$ cat src/rtl/event_index_encoder.sv
// event_index_encoder
//
// Registered priority encoder that turns single-cycle event pulses on 2^N
// already-synchronized lines into a serial stream of binary line indices.
// Events are merged into a sticky pending vector. One pending line at a
// time is presented on a valid/ready handshake, and its bit is cleared
// when the index is accepted.
//
// Parameters
//   N            index width; the block has 2^N event lines (N >= 1)
//   ROUND_ROBIN  0 = lowest pending index wins
//                1 = rotating priority starting after the last accepted index
//
// Ports
//   clk        rising-edge clock
//   rst        synchronous active-high reset
//   evt_in     event pulses, one bit per line
//   idx_out    binary index of the presented line (registered)
//   idx_valid  idx_out holds a valid index (registered)
//   idx_ready  consumer accepts idx_out when idx_valid && idx_ready
//   pending    registered pending vector
//   overflow   one-cycle pulse: an event hit a line that was already pending
module event_index_encoder #(
  parameter int N           = 2,
  parameter bit ROUND_ROBIN = 1'b0
) (
  input  logic                clk,
  input  logic                rst,
  input  logic [(1<<N)-1:0]   evt_in,
  output logic [N-1:0]        idx_out,
  output logic                idx_valid,
  input  logic                idx_ready,
  output logic [(1<<N)-1:0]   pending,
  output logic                overflow
);

  localparam int L = 1 << N;

  typedef enum logic {
    ST_IDLE    = 1'b0,
    ST_PRESENT = 1'b1
  } state_t;

  state_t         state_q,     state_d;
  logic [L-1:0]   pending_q,   pending_d;
  logic [N-1:0]   idx_q,       idx_d;
  logic           valid_q,     valid_d;
  logic           overflow_q,  overflow_d;
  logic [N-1:0]   last_q,      last_d;

  logic           acc;
  logic [L-1:0]   clr_mask;
  logic [L-1:0]   sel_vec;
  logic           sel_any;
  logic [N-1:0]   sel_idx;
  logic [N-1:0]   rr_base;
  logic [N-1:0]   cand;

  // Pending bookkeeping. The line being accepted is removed from the
  // selection set before new events are merged, so an event arriving on the
  // accepted line re-arms it without counting as an overflow and is only
  // eligible for selection from the next cycle on.
  always_comb begin
    acc      = valid_q && idx_ready;
    clr_mask = '0;
    if (acc) begin
      clr_mask[idx_q] = 1'b1;
    end
    sel_vec    = pending_q & ~clr_mask;
    sel_any    = |sel_vec;
    pending_d  = sel_vec | evt_in;
    overflow_d = |(evt_in & sel_vec);
    last_d     = acc ? idx_q : last_q;
  end

  // Index selection. Both loops run from the lowest-priority candidate to the
  // highest so that the last hit, i.e. the highest-priority one, is kept.
  // In round-robin mode the rotation starts just after the most recently
  // accepted index, including one accepted in this very cycle.
  always_comb begin
    sel_idx = '0;
    rr_base = last_d;
    cand    = '0;
    if (ROUND_ROBIN) begin
      for (int k = L; k >= 1; k--) begin
        cand = rr_base + N'(k);
        if (sel_vec[cand]) begin
          sel_idx = cand;
        end
      end
    end else begin
      for (int i = L - 1; i >= 0; i--) begin
        if (sel_vec[i]) begin
          sel_idx = N'(i);
        end
      end
    end
  end

  // Output state machine. idx_out only moves when a new index is loaded,
  // which happens from IDLE or on an acceptance; otherwise it holds.
  always_comb begin
    state_d = state_q;
    idx_d   = idx_q;
    valid_d = valid_q;
    case (state_q)
      ST_IDLE: begin
        if (sel_any) begin
          idx_d   = sel_idx;
          valid_d = 1'b1;
          state_d = ST_PRESENT;
        end
      end
      ST_PRESENT: begin
        if (acc) begin
          if (sel_any) begin
            idx_d = sel_idx;
          end else begin
            valid_d = 1'b0;
            state_d = ST_IDLE;
          end
        end
      end
      default: begin
        state_d = ST_IDLE;
        valid_d = 1'b0;
      end
    endcase
  end

  // Register stage: every output comes straight from a flop.
  always_ff @(posedge clk) begin
    if (rst) begin
      state_q    <= ST_IDLE;
      pending_q  <= '0;
      idx_q      <= '0;
      valid_q    <= 1'b0;
      overflow_q <= 1'b0;
      last_q     <= '1;
    end else begin
      state_q    <= state_d;
      pending_q  <= pending_d;
      idx_q      <= idx_d;
      valid_q    <= valid_d;
      overflow_q <= overflow_d;
      last_q     <= last_d;
    end
  end

  assign idx_out   = idx_q;
  assign idx_valid = valid_q;
  assign pending   = pending_q;
  assign overflow  = overflow_q;

endmodule

$ cat config.mk
export PLATFORM = sky130hd
export DESIGN_NAME = event_index_encoder
export DESIGN_NICKNAME = d
export VERILOG_FILES = /design/src/rtl/event_index_encoder.sv
export SDC_FILE = /design/constraint.sdc
export NUM_CORES = 1
export LEC_CHECK = 0
export CORE_AREA = 2 2 39 41
export DETAILED_ROUTE_END_ITERATION = 8
export DIE_AREA = 0 0 41 43
export GPL_TIMING_DRIVEN = 1
export PLACE_DENSITY = 0.67
export SLEW_MARGIN = 20
export SYNTH_ARGS = -nofsm -noshare
export SYNTH_HDL_FRONTEND = slang
export SYNTH_SLANG_ARGS = --single-unit
$ cat constraint.sdc
create_clock -name clk -period 3.7 [get_ports clk]
set_input_delay 0.555 -clock clk [delete_from_list [all_inputs] [get_ports clk]]
set_output_delay 0.555 -clock clk [all_outputs]
set_load 0.02 [all_outputs]
* After elaboration in Yosys (flattened, before gate mapping)
Index checks and enable logic that the tools add are counted.
Operators by class: add/sub/neg operators 0, muxes and demuxes 17, shift operators 0, order comparisons 2, multipliers 0, divide/modulo/power cells 0, bitwise logic cells 5, eq/ne operators 3, reduce and logical (&&, ||, !) cells 5
Operator list (count):
- $mux W2 | 6
- $and A4 B4 Y4 | 2
- $reduce_or A4 Y1 | 2
- $mux W1 | 6
- $mux W4 | 1
- $ne A2 B2 Y1 const B | 2
- $not A4 Y4 | 1
- $or A4 B4 Y4 | 1
- $pmux W1 S2 | 2
- $pmux W2 S2 | 1
- $lt A2 B3 Y1 const B | 1
- $reduce_and A3 Y1 | 1
- $demux W1 S2 | 1
- $ge A2 B1 Y1 const B | 1
- $logic_and A1 B1 Y1 | 2
- $ne A2 B1 Y1 const B | 1
- $not A1 Y1 | 1
Word-level totals: latch bits 0, memory bits (writable) 0, logic and storage cells 37, memories 0, bits of input ports 7, memory bits (read-only) 0, flip-flop bits (word level) 9

* Depth between registers and ports, before layout
Gate-level depths: netlist of run 1.
depth after elaboration 14, gate-level depth with buffers 5, gate-level depth less buffers 4

* Least setup slack after synthesis of run 1
No wires, ideal clock.
path type register to register, start register idx_q[0], in the netlist idx_out[0], end register valid_q, in the netlist idx_valid, data arrival time 1465 ps, cell stages (with the launch flop) 6, path buffers 1, period minus slack after synthesis 1584 ps, slack 2116 ps, cell sequence dfxtp_1 > buf_6 > mux2_4 > o32a_4 > a211oi_2 > nor3_1
On the way: longest elaborated chain between the ends 10
Ends and longest elaborated chain:
- start, declared | RTL line 46 | logic [N-1:0] idx_q, idx_d;
- start signal, assigned | RTL line 143 | idx_q <= idx_d;
- $lt A2 B3 Y1 (not written as such) or $ge A2 B1 Y1 (tied branches) | RTL line 67 | clr_mask[idx_q] = 1'b1;
- $logic_and A1 B1 Y1 (not written as such) | RTL line 67
- $mux W1 (not written as such) | RTL line 67
- $demux W1 S2 * | RTL line 67
- $mux W4 * | RTL line 66 | if (acc) begin
- $not A4 Y4 * | RTL line 69 | sel_vec = pending_q & ~clr_mask;
- $and A4 B4 Y4 * | RTL line 69
- $reduce_or A4 Y1 * | RTL line 70 | sel_any = |sel_vec;
- $ne A2 B2 Y1 (no source line)
- $reduce_and A3 Y1 (no source line) *
- end signal, assigned | RTL line 144 | valid_q <= valid_d;
- end, declared | RTL line 47 | logic valid_q, valid_d;
Every way passes the cells marked *; elsewhere a longest branch is shown, timed or not. A chain may end at the register's enable or synchronous reset.

* Worst setup path after layout of run 1
start register idx_q[0], in the netlist idx_out[0], end output idx_out[0]
RTL lines:
- end, declared | RTL line 30 | output logic [N-1:0] idx_out,
No word-level cell between the ends.

==> impl_metrics.env, run 1 <==
export IMPL_vias=459
export IMPL_fin_crit_ns=2.004
export IMPL_synth_seq_cells=9
export IMPL_skew_ns=0.001409
export IMPL_drv_slew=0
export IMPL_rsz0062_at_grt="no"
export IMPL_final_cell_area_um2=649.4
export IMPL_place_hpwl_um=760
export IMPL_syn_inst=54
export IMPL_power_share_clock_pct=29.3
export IMPL_crit_family="buffers and inverters"
export IMPL_nets=78
export IMPL_chipWidth_um=41
export IMPL_drive_gt1_share_pct=11.43
export IMPL_routed_via_density=5.337
export IMPL_hold_ws_ns=0.5719
export IMPL_fillers=137
export IMPL_postCtsHoldBufs=0
export IMPL_final_cell_mix="14 x clkdlybuf4s50_1, 9 x dfxtp_1, 6 x a21oi_1"
export IMPL_core_um2=1384
export IMPL_diodes=0
export IMPL_cts_sinks=9
export IMPL_slowest_delay_ns=0.67
export IMPL_status="completed"
export IMPL_whs_path_depth=2
export IMPL_die_h_um=43
export IMPL_grt_pass1_vias=370
export IMPL_r2r_slack_ns=2.12
export IMPL_grt_remaining_overflow=0
export IMPL_path_buf_inv=1
export IMPL_hp_class="reg -> reg"
export IMPL_postCtsSetupRepairBufs=0
export IMPL_dieArea_um2=1763
export IMPL_path_max_fanout=9
export IMPL_drtIter0Drc=9
export IMPL_cts_tree="built"
export IMPL_drc_errors=0
export IMPL_p_per_area_nw_per_um2=407.5
export IMPL_placed_cell_area_um2=623.1
export IMPL_cts_resized_gates=0
export IMPL_startpoint_type="register"
export IMPL_worstPathArrival_ns=1.45
export IMPL_synth_nets=61
export IMPL_tns_ns=0
export IMPL_hp_start="pending[2]"
export IMPL_cts_buffers=3
export IMPL_io_pins=15
export IMPL_grt_pass1_wl_mm=1.690
export IMPL_crit_chain="clkdlybuf4s50_1"
export IMPL_dp_slack_ns=1.595
export IMPL_grt_max_degree=10
export IMPL_htree_levels=1
export IMPL_total_power_mw=0.2646
export IMPL_final_common_cell="clkdlybuf4s50_1"
export IMPL_place_gp_congestion=0.7353
export IMPL_switchingPower_mw=0.08168
export IMPL_insertion_delay_ns=0.26
export IMPL_slew_limit_headroom_pct=75.20
export IMPL_min_to="pending[2]"
export IMPL_cts_max_path_buffers=2
export IMPL_p_sw_share_pct=30.87
export IMPL_critPathSlowestCell="clkdlybuf4s50_1"
export IMPL_io_buffers=14
export IMPL_initial_utilization_pct=35.08
export IMPL_clockRootBuffer="clkbuf_4"
export IMPL_maxCapViolCount=0
export IMPL_area_growth_pct=33.76
export IMPL_avgRoutedWirePerCell_um=12.45
export IMPL_worst_slew_pin_slew_ns=0.3689
export IMPL_ys_seq_area_share_pct=37.11
export IMPL_fin_ws_ns=1.696
export IMPL_fmax_mhz=499.1
export IMPL_drt_total_wl_mm=1.071
export IMPL_p_int_mw=0.1829
export IMPL_placementRows=14
export IMPL_cts_clk_slew_worst_paths_ns=0.06
export IMPL_p_leak_nw=0.2475
export IMPL_ant_nets=0
export IMPL_regArea_um2=180.2
export IMPL_path_class="reg -> out"
export IMPL_cp_end_kind="output port"
export IMPL_first_pass_iters=4
export IMPL_r2r_end="idx_valid"
export IMPL_setup_violations=0
export IMPL_ir_drop_mv=0.2555
export IMPL_critical_path_required_ns=3.14
export IMPL_antenna_found_initial=0
export IMPL_crit_cells=1
export IMPL_combPwrFrac_pct=25.4
export IMPL_synth_lib_cells_used_distinct=25
export IMPL_reg2reg_depth=4
export IMPL_power_frac_seq_pct=45.3
export IMPL_multi_input_area_um2=264.0
export IMPL_finalCritPeriodShare_pct=54.15
export IMPL_final_hold_viol_count=0
export IMPL_reg2reg_from="idx_out[0]"
export IMPL_synth_area_um2=485.5
export IMPL_grt_use_total_pct=14.89
export IMPL_yosysWarnings=0
export IMPL_syn_avg_cell_area_um2=8.990
power groups by stage:
| stage | sequential, mW | clock (mW) | combinational (mW) |
|---|---|---|---|
| CTS | 0.120 | 0.0809 | 0.0678 |
| detailed placement | 0.122 | 0 | 0.0675 |
| global route | 0.121 | 0.0878 | 0.0727 |
| finish | 0.120 | 0.0776 | 0.0672 |
| global placement | 0.121 | 0 | 0.0672 |
| floorplan | 0.127 | 0 | 0.0365 |
tightest hold or removal path: stages (launching register included):
cell,delay (ns)
dfxtp_1,0.37
o21ai_0,0.10
a21oi_1,0.06
cells by family after synthesis:
family,share of synthesized area [%]
compound gates,30.67
buf+inv,8.505
flops,37.11
mux,7.216
simple gates,16.50
synth_stat cells:
library cell	count	area share (%)
o31a_1	1	1.8
a211oi_1	1	1.5
nand4_1	1	1.3
o311ai_0	1	1.8
mux2i_1	2	4.1
a211oi_2	1	2.6
o32a_4	1	4.6
nand2_1	5	3.9
a32oi_1	1	1.8
mux2_4	1	3.1
a21oi_1	6	6.2
nor3b_1	1	1.5
inv_1	5	3.9
nor2_1	5	3.9
o21ai_0	2	2.1
nand3_1	1	1.0
dfxtp_1	9	37
buf_6	2	4.6
o22a_1	1	1.8
and3_1	2	2.6
o31ai_1	1	1.5
nor2b_1	1	1.3
a221oi_2	1	3.1
nor3_1	1	1.0
o21ai_2	1	1.8
how the worst max path moves through the flow:
stage	start	to	slack, ns
floorplan	idx_out[0]	idx_valid	2.12
detailed placement	idx_ready	idx_out[0]	1.59
CTS	idx_out[0]	idx_out[0]	1.69
global route	idx_out[0]	idx_out[0]	1.64
global placement	idx_ready	idx_out[0]	1.63
finish	idx_out[0]	idx_out[0]	1.70
flip-flops by register name, indices dropped and copies added (netlist names):
signal     cells
pending        4
idx_out        2
idx_valid      1
overflow       1
state_q        1
per-layer routing:
metal	track usage (%)	share of wire (%)	wire length (um)	up-vias
met5	0	0	0	-
met4	8.000	1.8	19	0
met3	9.424	6.8	73	2
met2	20.00	41	444	14
met1	17.48	50	533	211
li1	-	-	-	232
through the flow:
step | util (%) | cells
after global routing | 46.93 | 86
final | 46.93 | 86
after global placement | 45.03 | 82
after CTS | 46.93 | 86
after floorplan | - | 54
after detailed placement | 45.03 | 82
area by class of cell:
type | instances | share of cell area, %
Tap cell | 16 | 3.083
Multi-Input combinational cell | 38 | 40.66
Clock buffer | 4 | 4.046
Timing Repair Buffer | 14 | 21.58
Inverter | 5 | 2.890
Sequential cell | 9 | 27.75
No activity file was read; power rests on OpenSTA's default activity.
==> inputs of run 2 (changes only) <==
--- a/config.mk
+++ b/config.mk
@@ -9,7 +9,7 @@
 export DETAILED_ROUTE_END_ITERATION = 8
 export DIE_AREA = 0 0 41 43
 export GPL_TIMING_DRIVEN = 1
-export PLACE_DENSITY = 0.67
+export PLACE_DENSITY = 0.69
 export SLEW_MARGIN = 20
 export SYNTH_ARGS = -nofsm -noshare
 export SYNTH_HDL_FRONTEND = slang
==> constraint.sdc (replaced) <==
create_clock -name clk -period 1.75 [get_ports clk]
set_input_delay 0.2625 -clock clk [delete_from_list [all_inputs] [get_ports clk]]
set_output_delay 0.2625 -clock clk [all_outputs]
set_load 0.02 [all_outputs]
==> run 2 against run 1 <==
Net effect:
- clock power increased by 110%
- clock skew rose by 0.0068 ns
- setup slack lost 1.6 ns
- largest power group unchanged
- critical path type unchanged
- clock-buffer cell count unchanged
- design area increased by 3.7%
- critical endpoint is now pending[3]
- sequential power increased by 110%
- first-iteration DRC count rose by 130%
- global-route usage fell by 0.92 points
- power is 110% higher
- combinational power grew 120%
==> impl_metrics.env, run 2 (same netlist as run 1, synthesis figures left out) <==
export IMPL_status="completed"
export IMPL_fin_crit_ns=1.658
export IMPL_clockRootBuffer="clkbuf_4"
export IMPL_critical_path_required_ns=1.49
export IMPL_path_max_fanout=9
export IMPL_slowest_delay_ns=0.66
export IMPL_die_h_um=43
export IMPL_nets=81
export IMPL_area_growth_pct=38.66
export IMPL_dieArea_um2=1763
export IMPL_initial_utilization_pct=35.08
export IMPL_antenna_found_initial=0
export IMPL_place_hpwl_um=763.1
export IMPL_drtIter0Drc=21
export IMPL_drv_slew=0
export IMPL_hp_class="reg -> reg"
export IMPL_final_cell_mix="14 x clkdlybuf4s50_1, 8 x dfxtp_1, 6 x a21oi_1"
export IMPL_cts_clk_slew_worst_paths_ns=0.07
export IMPL_fmax_mhz=603.1
export IMPL_cts_tree="built"
export IMPL_crit_family="buffers and inverters"
export IMPL_ir_drop_mv=0.3531
export IMPL_drive_gt1_share_pct=16.44
export IMPL_postCtsHoldBufs=0
export IMPL_postCtsSetupRepairBufs=0
export IMPL_slew_limit_headroom_pct=75.39
export IMPL_worstPathArrival_ns=1.40
export IMPL_chipWidth_um=41
export IMPL_final_common_cell="clkdlybuf4s50_1"
export IMPL_tns_ns=0
export IMPL_cts_buffers=3
export IMPL_io_pins=15
export IMPL_avgRoutedWirePerCell_um=11.70
export IMPL_worst_slew_pin_slew_ns=0.3660
export IMPL_p_per_area_nw_per_um2=841.3
export IMPL_placementRows=14
export IMPL_htree_levels=1
export IMPL_setup_violations=0
export IMPL_total_power_mw=0.5663
export IMPL_startpoint_type="register"
export IMPL_largest_reg_flops=4
export IMPL_insertion_delay_ns=0.27
export IMPL_grt_max_degree=10
export IMPL_crit_chain="clkdlybuf4s50_1"
export IMPL_grt_pass1_wl_mm=1.656
export IMPL_vias=456
export IMPL_io_buffers=14
export IMPL_drc_errors=0
export IMPL_cts_max_path_buffers=2
export IMPL_maxCapViolCount=0
export IMPL_grt_remaining_overflow=0
export IMPL_ant_nets=0
export IMPL_path_class="reg -> out"
export IMPL_p_leak_nw=0.2625
export IMPL_cts_sinks=9
export IMPL_fillers=139
export IMPL_diodes=0
export IMPL_routed_via_density=5.124
export IMPL_skew_ns=0.008160
export IMPL_core_um2=1384
export IMPL_final_hold_viol_count=0
export IMPL_cp_end_kind="output port"
export IMPL_drt_total_wl_mm=1.041
export IMPL_path_buf_inv=1
export IMPL_place_gp_congestion=0.7346
export IMPL_first_pass_iters=4
export IMPL_rsz0062_at_grt="no"
export IMPL_grt_use_total_pct=13.97
export IMPL_finalCritPeriodShare_pct=94.74
export IMPL_grt_pass1_vias=403
export IMPL_critPathSlowestCell="clkdlybuf4s50_1"
[run 2: changes by cell type in the layout (fill, tap and decap cells not counted), sizes merged]
cell,before,now
buf,0,3
[run 2: timing repair]
item / in CTS / in global routing
endpoints found under the setup margin: 0 / 1
hold endpoints to repair: 0 / 0
gates resized for setup: 0 / 1
[run 2: worst paths after layout]
| check | slack [ns] | depth (start not counted) | to | startpoint |
|---|---|---|---|---|
| min | 0.55 | 2 | idx_out[0] | idx_out[0] |
| max | 0.09 | 1 | pending[3] | pending[3] |
| max reg2reg | 0.28 | 4 | idx_valid | idx_out[0] |
| min reg2reg | 0.55 | 2 | idx_out[0] | idx_out[0] |
[run 2: layout make-up]
class,count,area (um^2),share of cell area [%]
clock buffers,4,26.28,3.903
multi-input cells,38,264.0,39.22
repair buffers,17,162.7,24.16
well taps,16,20.02,2.974
inverters,5,18.77,2.788
flip-flops and latches,9,181.4,26.95
[run 2: per-layer routing]
metal / routed length (um) / vias to the layer above / track usage, %
li1: - / 240 / -
met1: 519 / 199 / 19.35
met5: 0 / - / 0
met2: 419 / 14 / 18.13
met4: 27 / 0 / 10.00
met3: 74 / 3 / 3.141
[run 2: metrics by stage]
| stage | hold WS, ns | util [%] | worst slack [ns] | std cells | cell area [um^2] |
|---|---|---|---|---|---|
| after floorplan | 0.3799 | - | 0.1656 | 54 | 485.5 |
| after global placement | 0.5530 | 46.65 | 0.02296 | 85 | 645.6 |
| after detailed placement | 0.5670 | 46.65 | 0.009904 | 85 | 645.6 |
| after CTS | 0.5582 | 48.55 | 0.01109 | 89 | 671.9 |
| after global routing | 0.5932 | 48.64 | 0.02706 | 89 | 673.1 |
| final | 0.5501 | 48.64 | 0.09200 | 89 | 673.1 |
[run 2: report_power, final]
part	switching (mW)	internal, mW	leakage (nW)
Sequential	0.0288	0.224	0.0755
Clock	0.0780	0.0881	0.0150
Combinational	0.0675	0.0797	0.172
==> inputs of run 3 (changes only) <==
--- a/config.mk
+++ b/config.mk
@@ -5,11 +5,12 @@
 export SDC_FILE = /design/constraint.sdc
 export NUM_CORES = 1
 export LEC_CHECK = 0
+export ABC_AREA = 1
 export CORE_AREA = 2 2 39 41
 export DETAILED_ROUTE_END_ITERATION = 8
 export DIE_AREA = 0 0 41 43
 export GPL_TIMING_DRIVEN = 1
-export PLACE_DENSITY = 0.69
+export PLACE_DENSITY = 0.65
 export SLEW_MARGIN = 20
 export SYNTH_ARGS = -nofsm -noshare
 export SYNTH_HDL_FRONTEND = slang
==> constraint.sdc (replaced) <==
create_clock -name clk -period 1.95 [get_ports clk]
set_input_delay 0.2925 -clock clk [delete_from_list [all_inputs] [get_ports clk]]
set_output_delay 0.2925 -clock clk [all_outputs]
set_load 0.02 [all_outputs]
==> run 3 against run 2 <==
Net effect:
- critical path depth unchanged
- worst hold slack got worse by 0.042 ns
- sequential share of layout area increased by 0.85 points
- combinational power decreased by 5%
- register-to-register slack improved by 0.44 ns
- utilization decreased by 1.8 points
- setup slack improved by 0.26 ns
- sequential power decreased by 15%
- clock-buffer cell count unchanged
- routed wire length decreased by 20%
- largest power group unchanged
==> impl_metrics.env, run 3 <==
export IMPL_path_buf_inv=1
export IMPL_status="completed"
export IMPL_grt_pass1_wl_mm=1.559
export IMPL_ys_seq_area_share_pct=38.71
export IMPL_grt_remaining_overflow=0
export IMPL_io_pins=15
export IMPL_synth_seq_cells=9
export IMPL_place_gp_congestion=0.7297
export IMPL_multi_input_area_um2=240.2
export IMPL_place_hpwl_um=690.9
export IMPL_yosysTopAreaCellShare_pct=38.71
export IMPL_fmax_mhz=625.5
export IMPL_clockRootBuffer="clkbuf_4"
export IMPL_synth_edf_count=0
export IMPL_p_per_area_nw_per_um2=770.7
export IMPL_core_um2=1384
export IMPL_rsz0062_at_grt="no"
export IMPL_worstPathArrival_ns=1.31
export IMPL_drtIter0Drc=5
export IMPL_final_common_cell="clkdlybuf4s50_1"
export IMPL_final_cell_mix="14 x clkdlybuf4s50_1, 11 x nor2_1, 9 x dfxtp_1"
export IMPL_area_growth_pct=39.25
export IMPL_dieArea_um2=1763
export IMPL_crit_chain="clkdlybuf4s50_1"
export IMPL_fillers=145
export IMPL_htree_levels=1
export IMPL_chipWidth_um=41
export IMPL_critical_path_required_ns=1.66
export IMPL_setup_violations=0
export IMPL_reg2reg_depth=9
export IMPL_reg2reg_from="idx_valid"
export IMPL_grt_max_degree=9
export IMPL_yosysWarnings=0
export IMPL_avgRoutedWirePerCell_um=8.510
export IMPL_tns_ns=0
export IMPL_startpoint="idx_out[1]"
export IMPL_placementRows=14
export IMPL_synth_most_common_cell="nor2_1"
export IMPL_cts_buffers=3
export IMPL_postCtsHoldBufs=0
export IMPL_synth_lib_cells_used_distinct=16
export IMPL_synth_area_um2=465.4
export IMPL_synth_top_area_cell="dfxtp_1"
export IMPL_die_h_um=43
export IMPL_postCtsSetupRepairBufs=0
export IMPL_syn_inst=65
export IMPL_largest_reg_flops=4
export IMPL_startpoint_type="register"
export IMPL_critPathSlowestCell="clkdlybuf4s50_1"
export IMPL_synth_async_reset_ratio_pct=0
export IMPL_slew_limit_headroom_pct=80.14
export IMPL_initial_utilization_pct=33.63
export IMPL_r2r_slack_ns=0.72
export IMPL_final_util_pct=46.84
export IMPL_final_hold_viol_count=0
export IMPL_drc_errors=0
export IMPL_hp_class="reg -> reg"
export IMPL_maxCapViolCount=0
export IMPL_cts_resized_gates=0
export IMPL_r2r_end="idx_valid"
export IMPL_path_class="reg -> out"
export IMPL_synth_nets=72
export IMPL_slowest_delay_ns=0.63
export IMPL_finalCritPeriodShare_pct=81.99
export IMPL_cts_max_path_buffers=2
export IMPL_cts_clk_slew_worst_paths_ns=0.06
export IMPL_fin_crit_ns=1.599
export IMPL_synthTopCellsByArea="dfxtp_1 39%, nand2_2 9.4%, nor2_1 8.9%"
export IMPL_io_buffers=14
export IMPL_path_max_fanout=6
export IMPL_antenna_found_initial=0
export IMPL_crit_cells=1
export IMPL_routed_via_density=4.551
export IMPL_grt_pass1_vias=407
export IMPL_first_pass_iters=4
export IMPL_vias=446
export IMPL_skew_ns=0.005335
export IMPL_worst_slew_pin_slew_ns=0.2969
export IMPL_ant_nets=0
export IMPL_crit_family="buffers and inverters"
export IMPL_drt_total_wl_um=834
export IMPL_drv_slew=0
export IMPL_ys_flop_type="dfxtp_1"
export IMPL_nets=90
export IMPL_cts_tree="built"
export IMPL_insertion_delay_ns=0.26
export IMPL_grt_use_total_pct=13.31
export IMPL_cp_end_kind="output port"
export IMPL_p_leak_nw=0.2852
export IMPL_synthTopCellsByCount="11 x nor2_1, 9 x dfxtp_1, 8 x nand2_1"
export IMPL_whs_path_depth=2
export IMPL_drive_gt1_share_pct=26.83
export IMPL_ir_drop_mv=0.3836
export IMPL_diodes=0
export IMPL_cts_sinks=9
export IMPL_regArea_um2=180.2
export IMPL_syn_avg_cell_area_um2=7.161
export IMPL_crit_end="idx_out[1]"
## run 3: cell type report
class                           instances  area share, %
Tap cell                               16          3.089
Sequential cell                         9          27.80
Multi-Input combinational cell         44          37.07
Inverter                               11          6.371
Clock buffer                            4          4.054
Timing Repair Buffer                   14          21.62
## run 3: cell families after synthesis
kind of cell | share of synthesized area, %
AND/OR/NAND/NOR | 38.17
flip-flops | 38.71
buffers and inverters | 9.677
AO/OA/AOI/OAI | 13.44
## run 3: power breakdown
part           switching, mW  internal (mW)  leakage (nW)
Combinational         0.0752         0.0640         0.195
Sequential            0.0142          0.201        0.0752
Clock                 0.0665         0.0789        0.0150
## run 3: per-layer routing
layer | track usage (%) | wire length (um)
met1 | 16.94 | 355
met2 | 18.13 | 439
met3 | 5.236 | 38
met4 | 8.000 | 0
met5 | 0 | 0
## run 3: through the flow
step           setup slack, ns  cells  hold WS (ns)  total power [mW]  instance area, um^2
2_1_floorplan           0.6616     65        0.4470            0.3081                465.4
3_3_place_gp            0.2987     94        0.4979            0.3588                621.8
3_5_place_dp            0.2910     94        0.5033            0.3597                621.8
4_1_cts                 0.3372     98        0.5119            0.5085                648.1
5_1_grt                 0.2921     98        0.5416            0.5356                648.1
6_report                0.3512     98        0.5086            0.4995                648.1
## run 3: how the worst min path moves through the flow
stage                            end        from
after floorplan           pending[0]   evt_in[0]
after global placement     idx_valid   idx_valid
after detailed placement   idx_valid   idx_valid
after CTS                  idx_valid   idx_valid
after global routing      pending[0]  pending[0]
final                      idx_valid   idx_valid
